--- src/rtl/sdram_test_pkg.sv ---
`default_nettype none
// ---------------------------------------------------------------------------
// sdram_test_pkg : shared encodings and pattern function for the SDRAM tester
// Revision       : 1.0
// ---------------------------------------------------------------------------
package sdram_test_pkg;

  typedef enum logic [1:0] {
    PAT_INC  = 2'd0,
    PAT_INV  = 2'd1,
    PAT_WALK = 2'd2,
    PAT_CHK  = 2'd3
  } pat_mode_e;

  localparam logic [2:0] ST_IDLE  = 3'd0;
  localparam logic [2:0] ST_WRITE = 3'd1;
  localparam logic [2:0] ST_READ  = 3'd2;
  localparam logic [2:0] ST_DRAIN = 3'd3;
  localparam logic [2:0] ST_DONE  = 3'd4;

  localparam int PAT_MAX_W = 64;

  // Produced at the widest supported word; callers truncate to DATA_W.
  function automatic logic [PAT_MAX_W-1:0] pat_gen(
    input logic [31:0] idx,
    input pat_mode_e   mode,
    input logic [31:0] width
  );
    logic [PAT_MAX_W-1:0] w_inc;
    w_inc   = {32'd0, idx};
    pat_gen = w_inc;
    case (mode)
      PAT_INC:  pat_gen = w_inc;
      PAT_INV:  pat_gen = ~w_inc;
      PAT_WALK: pat_gen = 64'd1 << ((idx - 32'd1) % width);
      PAT_CHK:  pat_gen = idx[0] ? {32{2'b10}} : {32{2'b01}};
    endcase
  endfunction

endpackage
`default_nettype wire

--- src/rtl/sdram_pattern_gen.sv ---
`default_nettype none
// ---------------------------------------------------------------------------
// sdram_pattern_gen : write-side pattern plus read-latency valid/index delay
// Revision          : 1.0
// ---------------------------------------------------------------------------
module sdram_pattern_gen
  import sdram_test_pkg::*;
#(
  parameter int DATA_W = 16,
  parameter int ADDR_W = 12,
  parameter int RD_LAT = 2
) (
  input  logic              clk_50m,
  input  logic              rst_n,
  input  logic              flush,
  input  logic [1:0]        mode,
  input  logic [ADDR_W-1:0] wr_idx,
  input  logic              rd_vld,
  input  logic [ADDR_W-1:0] rd_idx,
  output logic [DATA_W-1:0] wr_pat,
  output logic              chk_vld,
  output logic [ADDR_W-1:0] chk_idx,
  output logic [DATA_W-1:0] chk_pat
);

  logic [RD_LAT-1:0] r_vld_sr;
  logic [ADDR_W-1:0] r_idx_sr [RD_LAT];

  always_ff @(posedge clk_50m) begin
    if (!rst_n || flush) begin
      r_vld_sr <= '0;
      for (int k = 0; k < RD_LAT; k++) r_idx_sr[k] <= '0;
    end else begin
      r_vld_sr[0] <= rd_vld;
      r_idx_sr[0] <= rd_idx;
      for (int k = 1; k < RD_LAT; k++) begin
        r_vld_sr[k] <= r_vld_sr[k-1];
        r_idx_sr[k] <= r_idx_sr[k-1];
      end
    end
  end

  assign chk_vld = r_vld_sr[RD_LAT-1];
  assign chk_idx = r_idx_sr[RD_LAT-1];
  assign wr_pat  = DATA_W'(pat_gen(32'(wr_idx), pat_mode_e'(mode), 32'(DATA_W)));
  assign chk_pat = DATA_W'(pat_gen(32'(chk_idx), pat_mode_e'(mode), 32'(DATA_W)));

endmodule
`default_nettype wire

--- src/rtl/sdram_pattern_tester.sv ---
`default_nettype none
// ---------------------------------------------------------------------------
// sdram_pattern_tester : multi-pattern SDRAM write/read-back self-test
// Revision             : 1.0
// ---------------------------------------------------------------------------
module sdram_pattern_tester
  import sdram_test_pkg::*;
#(
  parameter int DATA_W    = 16,
  parameter int DATA_LENG = 2048,
  parameter int RD_LAT    = 2,
  parameter int CNT_W     = 16,
  localparam int ADDR_W   = $clog2(DATA_LENG + 1)
) (
  input  logic              clk_50m,
  input  logic              rst_n,
  input  logic              sdram_init_done,
  input  logic              start,
  input  logic [1:0]        mode,
  input  logic [7:0]        loops,
  output logic              wr_en,
  output logic [DATA_W-1:0] wr_data,
  output logic              rd_en,
  input  logic [DATA_W-1:0] rd_data,
  output logic              busy,
  output logic              done,
  output logic              error_flag,
  output logic [CNT_W-1:0]  err_cnt,
  output logic [ADDR_W-1:0] first_err_idx,
  output logic [DATA_W-1:0] first_err_data
);

  localparam int LAT_W = $clog2(RD_LAT + 1);
  localparam logic [ADDR_W-1:0] C_LAST    = ADDR_W'(DATA_LENG);
  localparam logic [LAT_W-1:0]  C_LAT_END = LAT_W'(RD_LAT);

  logic              r_init_meta, r_init_s;
  logic [2:0]        r_state;
  logic [ADDR_W-1:0] r_idx;
  logic [LAT_W-1:0]  r_lat;
  logic [7:0]        r_pass, r_loops;
  logic [1:0]        r_mode;
  logic              r_err_flag;
  logic [CNT_W-1:0]  r_err_cnt;
  logic [ADDR_W-1:0] r_first_idx;
  logic [DATA_W-1:0] r_first_data;

  logic              w_accept, w_abort, w_chk_vld;
  logic [7:0]        w_pass_nxt;
  logic [ADDR_W-1:0] w_chk_idx;
  logic [DATA_W-1:0] w_wr_pat, w_chk_pat;

  always_ff @(posedge clk_50m) begin
    if (!rst_n) begin
      r_init_meta <= 1'b0;
      r_init_s    <= 1'b0;
    end else begin
      r_init_meta <= sdram_init_done;
      r_init_s    <= r_init_meta;
    end
  end

  assign w_accept   = (r_state == ST_IDLE) && start && r_init_s;
  assign w_abort    = (r_state != ST_IDLE) && !r_init_s;
  assign w_pass_nxt = r_pass + 8'd1;

  // READ spends its first cycle with r_idx == 0 so wr_en and rd_en never abut.
  always_ff @(posedge clk_50m) begin
    if (!rst_n) begin
      r_state <= ST_IDLE;
      r_idx   <= '0;
      r_lat   <= '0;
      r_pass  <= '0;
      r_loops <= '0;
      r_mode  <= '0;
    end else if (w_abort) begin
      r_state <= ST_IDLE;
    end else begin
      case (r_state)
        ST_IDLE: if (w_accept) begin
          r_state <= ST_WRITE;
          r_idx   <= ADDR_W'(1);
          r_pass  <= '0;
          r_mode  <= mode;
          r_loops <= loops;
        end
        ST_WRITE: if (r_idx == C_LAST) begin
          r_state <= ST_READ;
          r_idx   <= '0;
        end else r_idx <= r_idx + ADDR_W'(1);
        ST_READ: if (r_idx == C_LAST) begin
          r_state <= ST_DRAIN;
          r_idx   <= '0;
          r_lat   <= '0;
        end else r_idx <= r_idx + ADDR_W'(1);
        ST_DRAIN: if (r_lat == C_LAT_END) begin
          r_pass <= w_pass_nxt;
          if (r_loops == 8'd0 || w_pass_nxt < r_loops) begin
            r_state <= ST_WRITE;
            r_idx   <= ADDR_W'(1);
          end else r_state <= ST_DONE;
        end else r_lat <= r_lat + LAT_W'(1);
        ST_DONE: r_state <= ST_IDLE;
        default: r_state <= ST_IDLE;
      endcase
    end
  end

  sdram_pattern_gen #(
    .DATA_W (DATA_W),
    .ADDR_W (ADDR_W),
    .RD_LAT (RD_LAT)
  ) u_gen (
    .clk_50m (clk_50m),
    .rst_n   (rst_n),
    .flush   (w_abort),
    .mode    (r_mode),
    .wr_idx  (r_idx),
    .rd_vld  (rd_en),
    .rd_idx  (r_idx),
    .wr_pat  (w_wr_pat),
    .chk_vld (w_chk_vld),
    .chk_idx (w_chk_idx),
    .chk_pat (w_chk_pat)
  );

  always_ff @(posedge clk_50m) begin
    if (!rst_n || w_accept) begin
      r_err_flag   <= 1'b0;
      r_err_cnt    <= '0;
      r_first_idx  <= '0;
      r_first_data <= '0;
    end else if (w_chk_vld && (rd_data != w_chk_pat)) begin
      r_err_flag <= 1'b1;
      if (r_err_cnt != '1) r_err_cnt <= r_err_cnt + CNT_W'(1);
      if (!r_err_flag) begin
        r_first_idx  <= w_chk_idx;
        r_first_data <= rd_data;
      end
    end
  end

  assign wr_en          = (r_state == ST_WRITE);
  assign rd_en          = (r_state == ST_READ) && (r_idx != '0);
  assign wr_data        = wr_en ? w_wr_pat : '0;
  assign busy           = (r_state != ST_IDLE);
  assign done           = (r_state == ST_DONE);
  assign error_flag     = r_err_flag;
  assign err_cnt        = r_err_cnt;
  assign first_err_idx  = r_first_idx;
  assign first_err_data = r_first_data;

endmodule
`default_nettype wire

--- config.mk ---
export PLATFORM = sky130hd
export DESIGN_NAME = sdram_pattern_tester
export DESIGN_NICKNAME = d
export VERILOG_FILES = /design/src/rtl/sdram_test_pkg.sv /design/src/rtl/sdram_pattern_gen.sv /design/src/rtl/sdram_pattern_tester.sv
export SDC_FILE = /design/constraint.sdc
export NUM_CORES = 1
export LEC_CHECK = 0
export ABC_CLOCK_PERIOD_IN_PS = 3300
export CAP_MARGIN = 20
export CORE_UTILIZATION = 30
export CTS_CLUSTER_SIZE = 24
export DETAILED_ROUTE_END_ITERATION = 10
export GPL_TIMING_DRIVEN = 0
export PLACE_DENSITY_LB_ADDON = 0.12
export SLEW_MARGIN = 20
export SYNTH_ARGS = -nofsm -noshare
export SYNTH_HDL_FRONTEND = slang
export SYNTH_HIERARCHICAL = 1
export SYNTH_SLANG_ARGS = --single-unit
--- constraint.sdc ---
create_clock -name clk_50m -period 3.3 [get_ports clk_50m]
set_clock_uncertainty 0.1 [all_clocks]
set_input_delay 0.66 -clock clk_50m [delete_from_list [all_inputs] [get_ports clk_50m]]
set_output_delay 0.66 -clock clk_50m [all_outputs]
set_load 0.03 [all_outputs]
==> results of run 1 <==
==> synth_stat cells (3+ instances only) <==
master,count,area [um2]
a211oi_1,4,30.0
a21o_1,3,22.5
a21oi_1,71,355
a22oi_1,3,22.5
a31o_2,3,26.3
a31oi_1,9,56.3
and2_1,49,307
and2b_1,4,30.0
and4_1,3,26.3
buf_2,10,50.1
buf_4,13,97.6
buf_6,5,56.3
clkbuf_1,34,128
dfxtp_1,108,2160
ha_1,12,150
inv_1,15,56.3
mux2i_1,4,40.0
nand2_1,52,195
nand2b_1,10,62.6
nand3_1,29,145
nand3b_1,38,285
nand4_1,12,75.1
nor2_1,37,139
nor2b_1,5,31.3
nor3_1,12,60.1
nor3b_1,6,45.0
nor4_1,8,50.1
o211ai_1,3,22.5
o21ai_0,52,260
o22a_1,9,78.8
o22ai_1,3,18.8
o31ai_1,12,90.1
or2_2,6,37.5
or3_1,9,56.3
or4_1,15,113
xnor2_1,20,175
xor2_1,23,201
==> worst max-delay path: cells and delay by family, from the launching register on <==
kind	cells	cell delay, ns
and+or+nand+nor	2	0.52
AOI/OAI and AO/OA	1	0.17
DFF	1	0.37
buffers and inverters	3	1.00
==> timing repair <==
action	CTS	global route
hold buffers	0	0
resized for setup	7	16
pin swaps	1	0
setup endpoints to repair	54	53
setup buffers	1	0
==> area by class of cell <==
cell class / count / area share, %
tap: 265 / 4.27
clock inverter: 7 / 1.39
inverter: 16 / 0.774
multi-input combinational: 562 / 46.1
sequential: 108 / 27.9
buffer: 61 / 4.35
timing repair buffer: 95 / 12.4
clock buffer: 9 / 2.90
==> layout by cell type, fill, tap and decap left out, types with 10 or more instances in the layout <==
| cell | count |
|---|---|
| nand2_1 | 52 |
| ha_1 | 12 |
| and2_1 | 49 |
| xnor2_1 | 20 |
| nor2_1 | 37 |
| clkbuf_1 | 27 |
| inv_1 | 15 |
| nand2b_1 | 10 |
| dfxtp_1 | 106 |
| nand3_1 | 29 |
| nand3b_1 | 38 |
| or4_1 | 15 |
| nor3_1 | 11 |
| o21ai_0 | 52 |
| buf_4 | 14 |
| nand4_1 | 12 |
| a21oi_1 | 71 |
| o31ai_1 | 12 |
| xor2_1 | 23 |
| clkdlybuf4s50_1 | 87 |
==> metal layers <==
| metal | vias to the layer above | GRT usage [%] |
|---|---|---|
| met4 | 0 | 3.77 |
| li1 | 2890 | - |
| met1 | 2644 | 21.9 |
| met3 | 8 | 2.99 |
| met2 | 99 | 28.6 |
| met5 | - | 0 |
==> power by group <==
part / total [mW] / leakage, nW / internal [mW] / switching, mW
sequential: 1.34 / 0.871 / 1.32 / 0.0206
combinational: 0.509 / 1.76 / 0.186 / 0.323
clock: 1.20 / 0.160 / 0.619 / 0.583
total: 3.05 / 2.79 / 2.12 / 0.927
==> state kept, by name (all words and copies together), names as in the netlist <==
register        flops
u_gen/r_idx_sr     24
r_pass              8
err_cnt            16
u_gen/r_vld_sr      2
first_err_data     16
r_lat               2
r_init_meta         1
r_idx              12
r_state             3
error_flag          1
r_init_s            1
r_loops             8
r_mode              2
first_err_idx      12
==> cell families after synthesis <==
kind of cell / after synthesis / synth area share [%]
flops: 108 / 35.4
fa+ha+maj: 12 / 2.46
simple gates: 306 / 28.7
buf+inv: 78 / 6.41
xor+xnor: 43 / 6.17
compound gates: 196 / 20.0
mux: 5 / 0.840
==> worst max path at each step <==
stage / startpoint / to / slack [ns] / cells past startpoint
floorplan: r_mode[0] / err_cnt[0] / 0.63 / 9
CTS: r_state[0] / wr_data[8] / 0.02 / 5
finish: r_mode[0] / wr_data[8] / 0.09 / 6
detailed placement: r_mode[1] / first_err_data[0] / -0.55 / 10
global route: r_idx[2] / wr_data[11] / 0.002 / 6
global placement: r_mode[1] / first_err_data[0] / -0.55 / 10
==> reports/metrics.csv, run 1 <==
stage,metric,value,unit
status,outcome,"complete, no violations",
placement,place_area,7380,um2
cells_and_area,layoutNonFillerInstCount,1123,
critical_path,reg2regPathDepth,9,
sta,tightest_slew,0.795,ns
clock_tree,htree_levels,3,
clock_tree,clk_pin_slew,0.08,ns
placement,gp_congestion,0.843,
route,vias,5641,
route,viasPerCell,5.02,
floorplanning,dieArea,20900,um2
global_routing,track_usage,16.8,%
power,peakVddDrop,265,uV
sta,slew_viol_final,0,
floorplanning,core,19700,um2
clock_tree,cts_tree,yes,
cells_and_area,fill_cells,2019,
critical_path,crit_chain,"buf_6, buf_6, nor4b_1, o22a_1, and2_1, clkdlybuf4s50_1",
global_routing,antenna_found_initial,0,
sta,period_needed,3.21,ns
route,highest_layer,met4,
logic_synthesis,synth_edf_count,0,
floorplanning,die_h,145,um
floorplanning,die_x,145,um
sta,timing.setup.tns,0,ns
global_routing,grt-ovfl-total,0,
logic_synthesis,synth_fp_nets,790,
power,p_total,3.05,mW
sta,setup_ws,0.0950,ns
sta,whs,0.325,ns
route,wl_met2,8410,um
worst_hold_path,hp-class,reg2reg,
cells_and_area,drive_gt1_share,8.28,%
sta,finalCritPeriodShare,97.1,%
cells_and_area,seq_area,2160,um2
route,drt-initial-drc-count,286,
floorplanning,rows,51,
cells_and_area,post-route-util,39.3,%
global_routing,grt_max_degree,22,
critical_path,crit_top_cell,buf_6,
logic_synthesis,yosys_warnings,6,
sta,slew_headroom,46.8,%
route,ant_nets,0,
cells_and_area,final_area,7760,um2
placement,dp_cells,1107,
critical_path,endpoint_kind,output pin,
route,post-route-drc-count,0,
critical_path,ff2ff_setup_slack,0.22,ns
route,wl_per_cell,15.5,um
critical_path,critPathMaxFanout,10,
floorplanning,initial_core_util,31.0,%
logic_synthesis,synthCells,748,
cells_and_area,nets,895,
sta,fmax,312,MHz
route,wl_met3,670,um
placement,dp_worst_setup_slack,-0.554,ns
floorplanning,num_io_pins,95,
critical_path,cpMaxStageDelayCell,clkdlybuf4s50_1,
clock_tree,root_buffer,clkbuf_16,
logic_synthesis,async_reset_ff_share,0,%
clock_tree,numCtsBuffers,9,
logic_synthesis,syn_area_per_cell,8.16,um2
logic_synthesis,synth.yosys.seq_area_share,35.4,%
sta,rsz0062_at_grt,false,
clock_tree,clkLatencyLatePin,0.37,ns
cells_and_area,area_growth,27.0,%
critical_path,required,2.54,ns
critical_path,r2r-end,first_err_data[0],
route,wirelength,17400,um
critical_path,crit_type,reg2out,
route,firstDrtPassIters,5,
route,wl_met1,8230,um
sta,finalHoldViolCount,0,
worst_hold_path,worstHoldStart,u_gen/r_idx_sr[0][1],
placement,hpwl,13200,um
flow_run,max_cap_viol_count,0,
logic_synthesis,ys_types,67,
cells_and_area,insertedDiodeCount,0,
global_routing,grt_pass1_vias,5177,
critical_path,cp.arrival,2.45,ns
critical_path,slowest_delay,0.69,ns
logic_synthesis,ys_ff_latch,108,
sta,finalSetupViolations,0,
logic_synthesis,synth_flop_cell,dfxtp_1,
clock_tree,clock_sinks,108,
power,powerDensity,393,nW/um2
logic_synthesis,syn_area,6110,um2
worst_hold_path,hold_depth,1,
cells_and_area,multi_input_area,3570,um2
clock_tree,clk_path_buf_depth,2,
critical_path,start_kind,register,
global_routing,grt_pass1_wl,27200,um
placement,io_buffers,94,
power,power.leakage,2.79,nW
critical_path,reg2reg_from,u_gen/r_idx_sr[0][15],
worst_hold_path,holdPathEnd,u_gen/r_idx_sr[0][13],
No activity file was read; power rests on OpenSTA's default activity.
==> inputs of run 2 (changes only) <==
- CORE_MARGIN: unset -> 10
==> run 2 against run 1 <==
- total power decreased by 2.5%
- non-clock buffer count unchanged
- worst setup slack about the same
- final cell count increased by 0.45%
- core utilization decreased by 0.87 points
- sequential share of layout area increased by 0.081 points
- first-iteration DRC count decreased by 1.0%
- count of clock-buffer cells in the layout increased by 1
- flip-flop and latch count unchanged
- routed wire length increased by 6.1%
- critical endpoint is now wr_data[6]
- largest power group unchanged
==> reports/metrics.csv, run 2 (same netlist as run 1, synthesis figures left out) <==
stage,metric,value,unit,change
critical_path,critPathMaxFanout,10,,unchanged
cells_and_area,final_common_cell,dfxtp_1,,
critical_path,required,2.54,ns,about the same
route,wl_per_cell,16.4,um,+5.6%
clock_tree,cts_tree,yes,,
route,firstDrtPassIters,4,,-1
sta,tightest_slew,0.736,ns,-0.0590 ns
worst_hold_path,hp-class,reg2reg,,
critical_path,crit_chain,"buf_2, clkbuf_2, o22a_1, and2_1, clkdlybuf4s50_1",,
floorplanning,dieArea,26500,um2,+26%
floorplanning,core,20100,um2,+2.0%
sta,finalCritPeriodShare,97.1,%,about the same
critical_path,crit_type,reg2out,,
cells_and_area,drive_gt1_share,8.51,%,+0.23 points
power,combPwrFrac,17.3,%,+0.6 points
route,viasPerCell,5.03,,+0.19%
cells_and_area,final_area,7740,um2,-0.29%
global_routing,grt_pass1_wl,30500,um,+12%
route,vias,5677,,+0.64%
cells_and_area,nets,895,,unchanged
floorplanning,die_x,163,um,+12%
placement,hpwl,14000,um,+6.3%
power,power.internal,2.06,mW,-2.9%
clock_tree,clkLatencyLatePin,0.36,ns,about the same
power,power.leakage,2.78,nW,-0.16%
sta,period_needed,3.21,ns,+0.000454 ns
critical_path,slowest_delay,0.67,ns,-0.02 ns
global_routing,antenna_found_initial,0,,unchanged
cells_and_area,largest_reg_flops,24,,unchanged
status,outcome,"complete, no violations",,
global_routing,grt-ovfl-total,0,,unchanged
route,post-route-drc-count,0,,unchanged
power,seq_power_share,45.0,%,+1.1 points
sta,fmax,312,MHz,about the same
clock_tree,clk_path_buf_depth,2,,unchanged
cells_and_area,top_register,u_gen/r_idx_sr,,
placement,io_buffers,94,,unchanged
global_routing,grt_pass1_vias,5642,,+9.0%
placement,gp_congestion,0.816,,-3.2%
cells_and_area,insertedDiodeCount,0,,unchanged
floorplanning,rows,52,,+2.0%
global_routing,grt_max_degree,21,,-4.5%
power,p_clk_share,37.7,%,-1.7 points
placement,place_area,7390,um2,about the same
critical_path,cp.arrival,2.45,ns,about the same
sta,slew_headroom,50.5,%,+3.7 points
clock_tree,clock_sinks,108,,unchanged
route,ant_nets,0,,unchanged
clock_tree,numCtsBuffers,9,,unchanged
critical_path,cpMaxStageDelayCell,clkdlybuf4s50_1,,
sta,finalSetupViolations,0,,unchanged
route,drt-initial-drc-count,283,,-1.0%
sta,finalHoldViolCount,0,,unchanged
critical_path,start_kind,register,,
clock_tree,clk_pin_slew,0.08,ns,about the same
clock_tree,htree_levels,3,,unchanged
floorplanning,die_h,163,um,+12%
floorplanning,num_io_pins,95,,unchanged
cells_and_area,area_growth,26.7,%,
cells_and_area,final_cell_mix,"106 x dfxtp_1, 86 x clkdlybuf4s50_1, 71 x a21oi_1, 52 x nand2_1, 52 x o21ai_0",,
flow_run,max_cap_viol_count,0,,unchanged
power,powerDensity,384,nW/um2,-2.2%
critical_path,endpoint_kind,output pin,,
clock_tree,root_buffer,clkbuf_16,,
sta,whs,0.322,ns,-0.00288 ns
route,wirelength,18500,um,+6.1%
power,peakVddDrop,249,uV,-5.9%
sta,rsz0062_at_grt,false,,
power,swShare,30.7,%,+0.30 points
power,p_switching,912,uW,-1.5%
cells_and_area,post-route-util,38.5,%,-0.87 points
sta,slew_viol_final,0,,unchanged
floorplanning,initial_core_util,30.4,%,-0.60 points
global_routing,track_usage,14.1,%,-2.7 points
run 2: critical path: cells and delay by family, from the launching register on:
kind | cells | cell delay, ns
flops | 1 | 0.53
compound gates | 1 | 0.17
simple gates | 1 | 0.12
buf+inv | 3 | 1.26
run 2: through the flow:
step / std cells / TNS [ns] / total power [mW] / setup WS, ns
4_1_cts: 1129 / 0 / 3.03 / 0.00408
6_report: 1128 / 0 / 2.97 / 0.0945
2_1_floorplan: 748 / 0 / 1.69 / 0.629
3_3_place_gp: 1112 / -18.79 / 1.88 / -0.628
3_5_place_dp: 1112 / -18.38 / 1.88 / -0.627
5_1_grt: 1128 / 0 / 3.14 / 0.00931
run 2: layer usage:
layer	GRT usage [%]	share of wire, %	up-vias
met4	3.07	1.1	0
met5	0	0	-
li1	-	-	2909
met1	18.1	48	2640
met3	3.19	4.3	16
met2	23.5	47	112
run 2: cell type report:
type,instances,area [um2]
clock inverters,6,65.1
inverters,16,60.1
repair buffers,95,957
well taps,270,338
flip-flops and latches,108,2160
clock buffers,10,239
plain buffers,61,339
multi-input cells,562,3570
fillers,2091,12400
run 2: final timing paths:
kind	startpoint	to	slack, ns	cells after the start
worst min-delay path	u_gen/r_idx_sr[0][3]	u_gen/r_idx_sr[0][15]	0.32	1
worst min register to register	u_gen/r_idx_sr[0][3]	u_gen/r_idx_sr[0][15]	0.32	1
worst max-delay path	r_mode[1]	wr_data[6]	0.09	5
worst max register to register	u_gen/r_idx_sr[0][15]	first_err_idx[8]	0.22	9
run 2: repair_timing:
action | 4_1_cts | 5_1_grt
setup endpoints to repair | 54 | 53
gates resized for setup | 7 | 22
pin swaps | 1 | 0
setup buffers | 1 | 0
hold buffers | 0 | 0
run 2: power groups by stage:
| stage | Sequential, mW | Combinational, mW | Clock, mW |
|---|---|---|---|
| 2_1_floorplan | 1.36 | 0.327 | 0 |
| 3_3_place_gp | 1.37 | 0.515 | 0 |
| 3_5_place_dp | 1.37 | 0.514 | 0 |
| 4_1_cts | 1.34 | 0.518 | 1.17 |
| 5_1_grt | 1.34 | 0.573 | 1.22 |
| 6_report | 1.34 | 0.515 | 1.12 |
==> variant (config.mk and constraints of run 1) <==
`RD_LAT` is set to 2 in 2 places; all go to 4.
--- a/src/rtl/sdram_pattern_gen.sv
+++ b/src/rtl/sdram_pattern_gen.sv
@@ -8,7 +8,7 @@
 #(
   parameter int DATA_W = 16,
   parameter int ADDR_W = 12,
-  parameter int RD_LAT = 2
+  parameter int RD_LAT = 4
 ) (
   input  logic              clk_50m,
   input  logic              rst_n,
--- a/src/rtl/sdram_pattern_tester.sv
+++ b/src/rtl/sdram_pattern_tester.sv
@@ -8,7 +8,7 @@
 #(
   parameter int DATA_W    = 16,
   parameter int DATA_LENG = 2048,
-  parameter int RD_LAT    = 2,
+  parameter int RD_LAT    = 4,
   parameter int CNT_W     = 16,
   localparam int ADDR_W   = $clog2(DATA_LENG + 1)
 ) (
Behaviour: same outputs for any inputs over 4 cycles, from zero or initial values and one cycle with rst_n low; that may be too few to reach the edited logic, so the function may still have changed.
==> variant against run 1 <==
Worst setup slack improved by 0.069 ns; utilization fell by 0.59 points; cell area rose by 17%; synthesized area rose by 17%; sequential share of layout area rose by 2.0 points; die area rose by 16%; global-route usage rose by 0.13 points; total power rose by 32%; routed wire length rose by 14%; via count rose by 9.9%; sequential power rose by 23%; combinational power rose by 2%; sequential cell count rose by 27; critical path type unchanged; largest cell class unchanged.
==> variant: results (changes against run 1) <==
Min-Delay Startpoint=u_gen/r_idx_sr[0][11]$_SDFF_PP0_; max FFs per register=48 (+100%); total track usage=16.9% (+0.13 points); Reg2Reg Setup Slack=0.33 ns (+0.11 ns); FF-to-FF path depth=11 (+2); filler cell count=2476 (+23%); total number of clock tree sinks=135 (+25%); run status=completed; buffers inserted during post-CTS setup optimization=0 (-1); met2 wirelength from detailed routing=9260 um (+10%); critical path endpoint=wr_data[1]; ranking of synthesized cells by area=dfxtp_1 (38%), and2_1 (6.6%), nand3b_1 (3.8%); power dissipated in the clock network=1.85 mW (+54%); non-clock buffer total of the final layout=153 (-1.9%); fraction of area in multi-input gates=44.3% (-1.7 points); worst vdd rail ir drop=0.000254 V (-3.9%); Inserted Clock Buffers=17 (+8); Multi-Input Combinational=609 (+8.4%); Global Route met2 Usage=27.4% (-1.3 points); number of nets in the synthesized netlist=861 (+9.0%); count of distinct cell types in the synthesized netlist=75 (+12%); cell count after placement=1231 (+11%); Clock Latency Late Sink=0.42 ns (+0.05 ns); cell leakage power=3.39 nW (+22%); Commonest cells post-synth=dfxtp_1 (135), and2_1 (75), nand2_1 (60), a21oi_1 (53), nor2_1 (39); FMAX=319 MHz (+2.2%); Total Routed Length=19900 um (+14%); total routed wire length on the met1 layer=9760 um (+19%); sequential share of cell area=29.9% (+2.0 points); CTS H-Tree Depth=4 (+1); number of global-route vias before repair=5981 (+16%)
variant: changes by cell type after synthesis, sizes merged, moves of 8 or more:
cell	change
and2	+27
dfxtp	+27
o21ai	+16
clkbuf	-8
nand2	+8
variant: cells by family after synthesis:
| group | count (synthesis) | synth area share [%] |
|---|---|---|
| compound gates | 197 | 17.8 |
| xor+xnor | 44 | 5.83 |
| fa+ha+maj | 13 | 2.28 |
| simple gates | 346 | 29.1 |
| flops | 135 | 37.9 |
| mux | 9 | 1.26 |
| buf+inv | 74 | 5.83 |
variant: critical path: stages (launching register included):
cell             delay, ns
dfxtp_2               0.39
buf_2                 0.20
nor3_1                0.32
nand3b_1              0.11
o21ai_0               0.07
and2_1                0.13
clkdlybuf4s50_1       0.74
variant: per-stage QoR:
stage	setup TNS [ns]	cell area, um2
floorplan	0	7130
global placement	-0.931	8470
finish	0	9070
detailed placement	-0.514	8470
global route	0	9070
CTS	0	9050
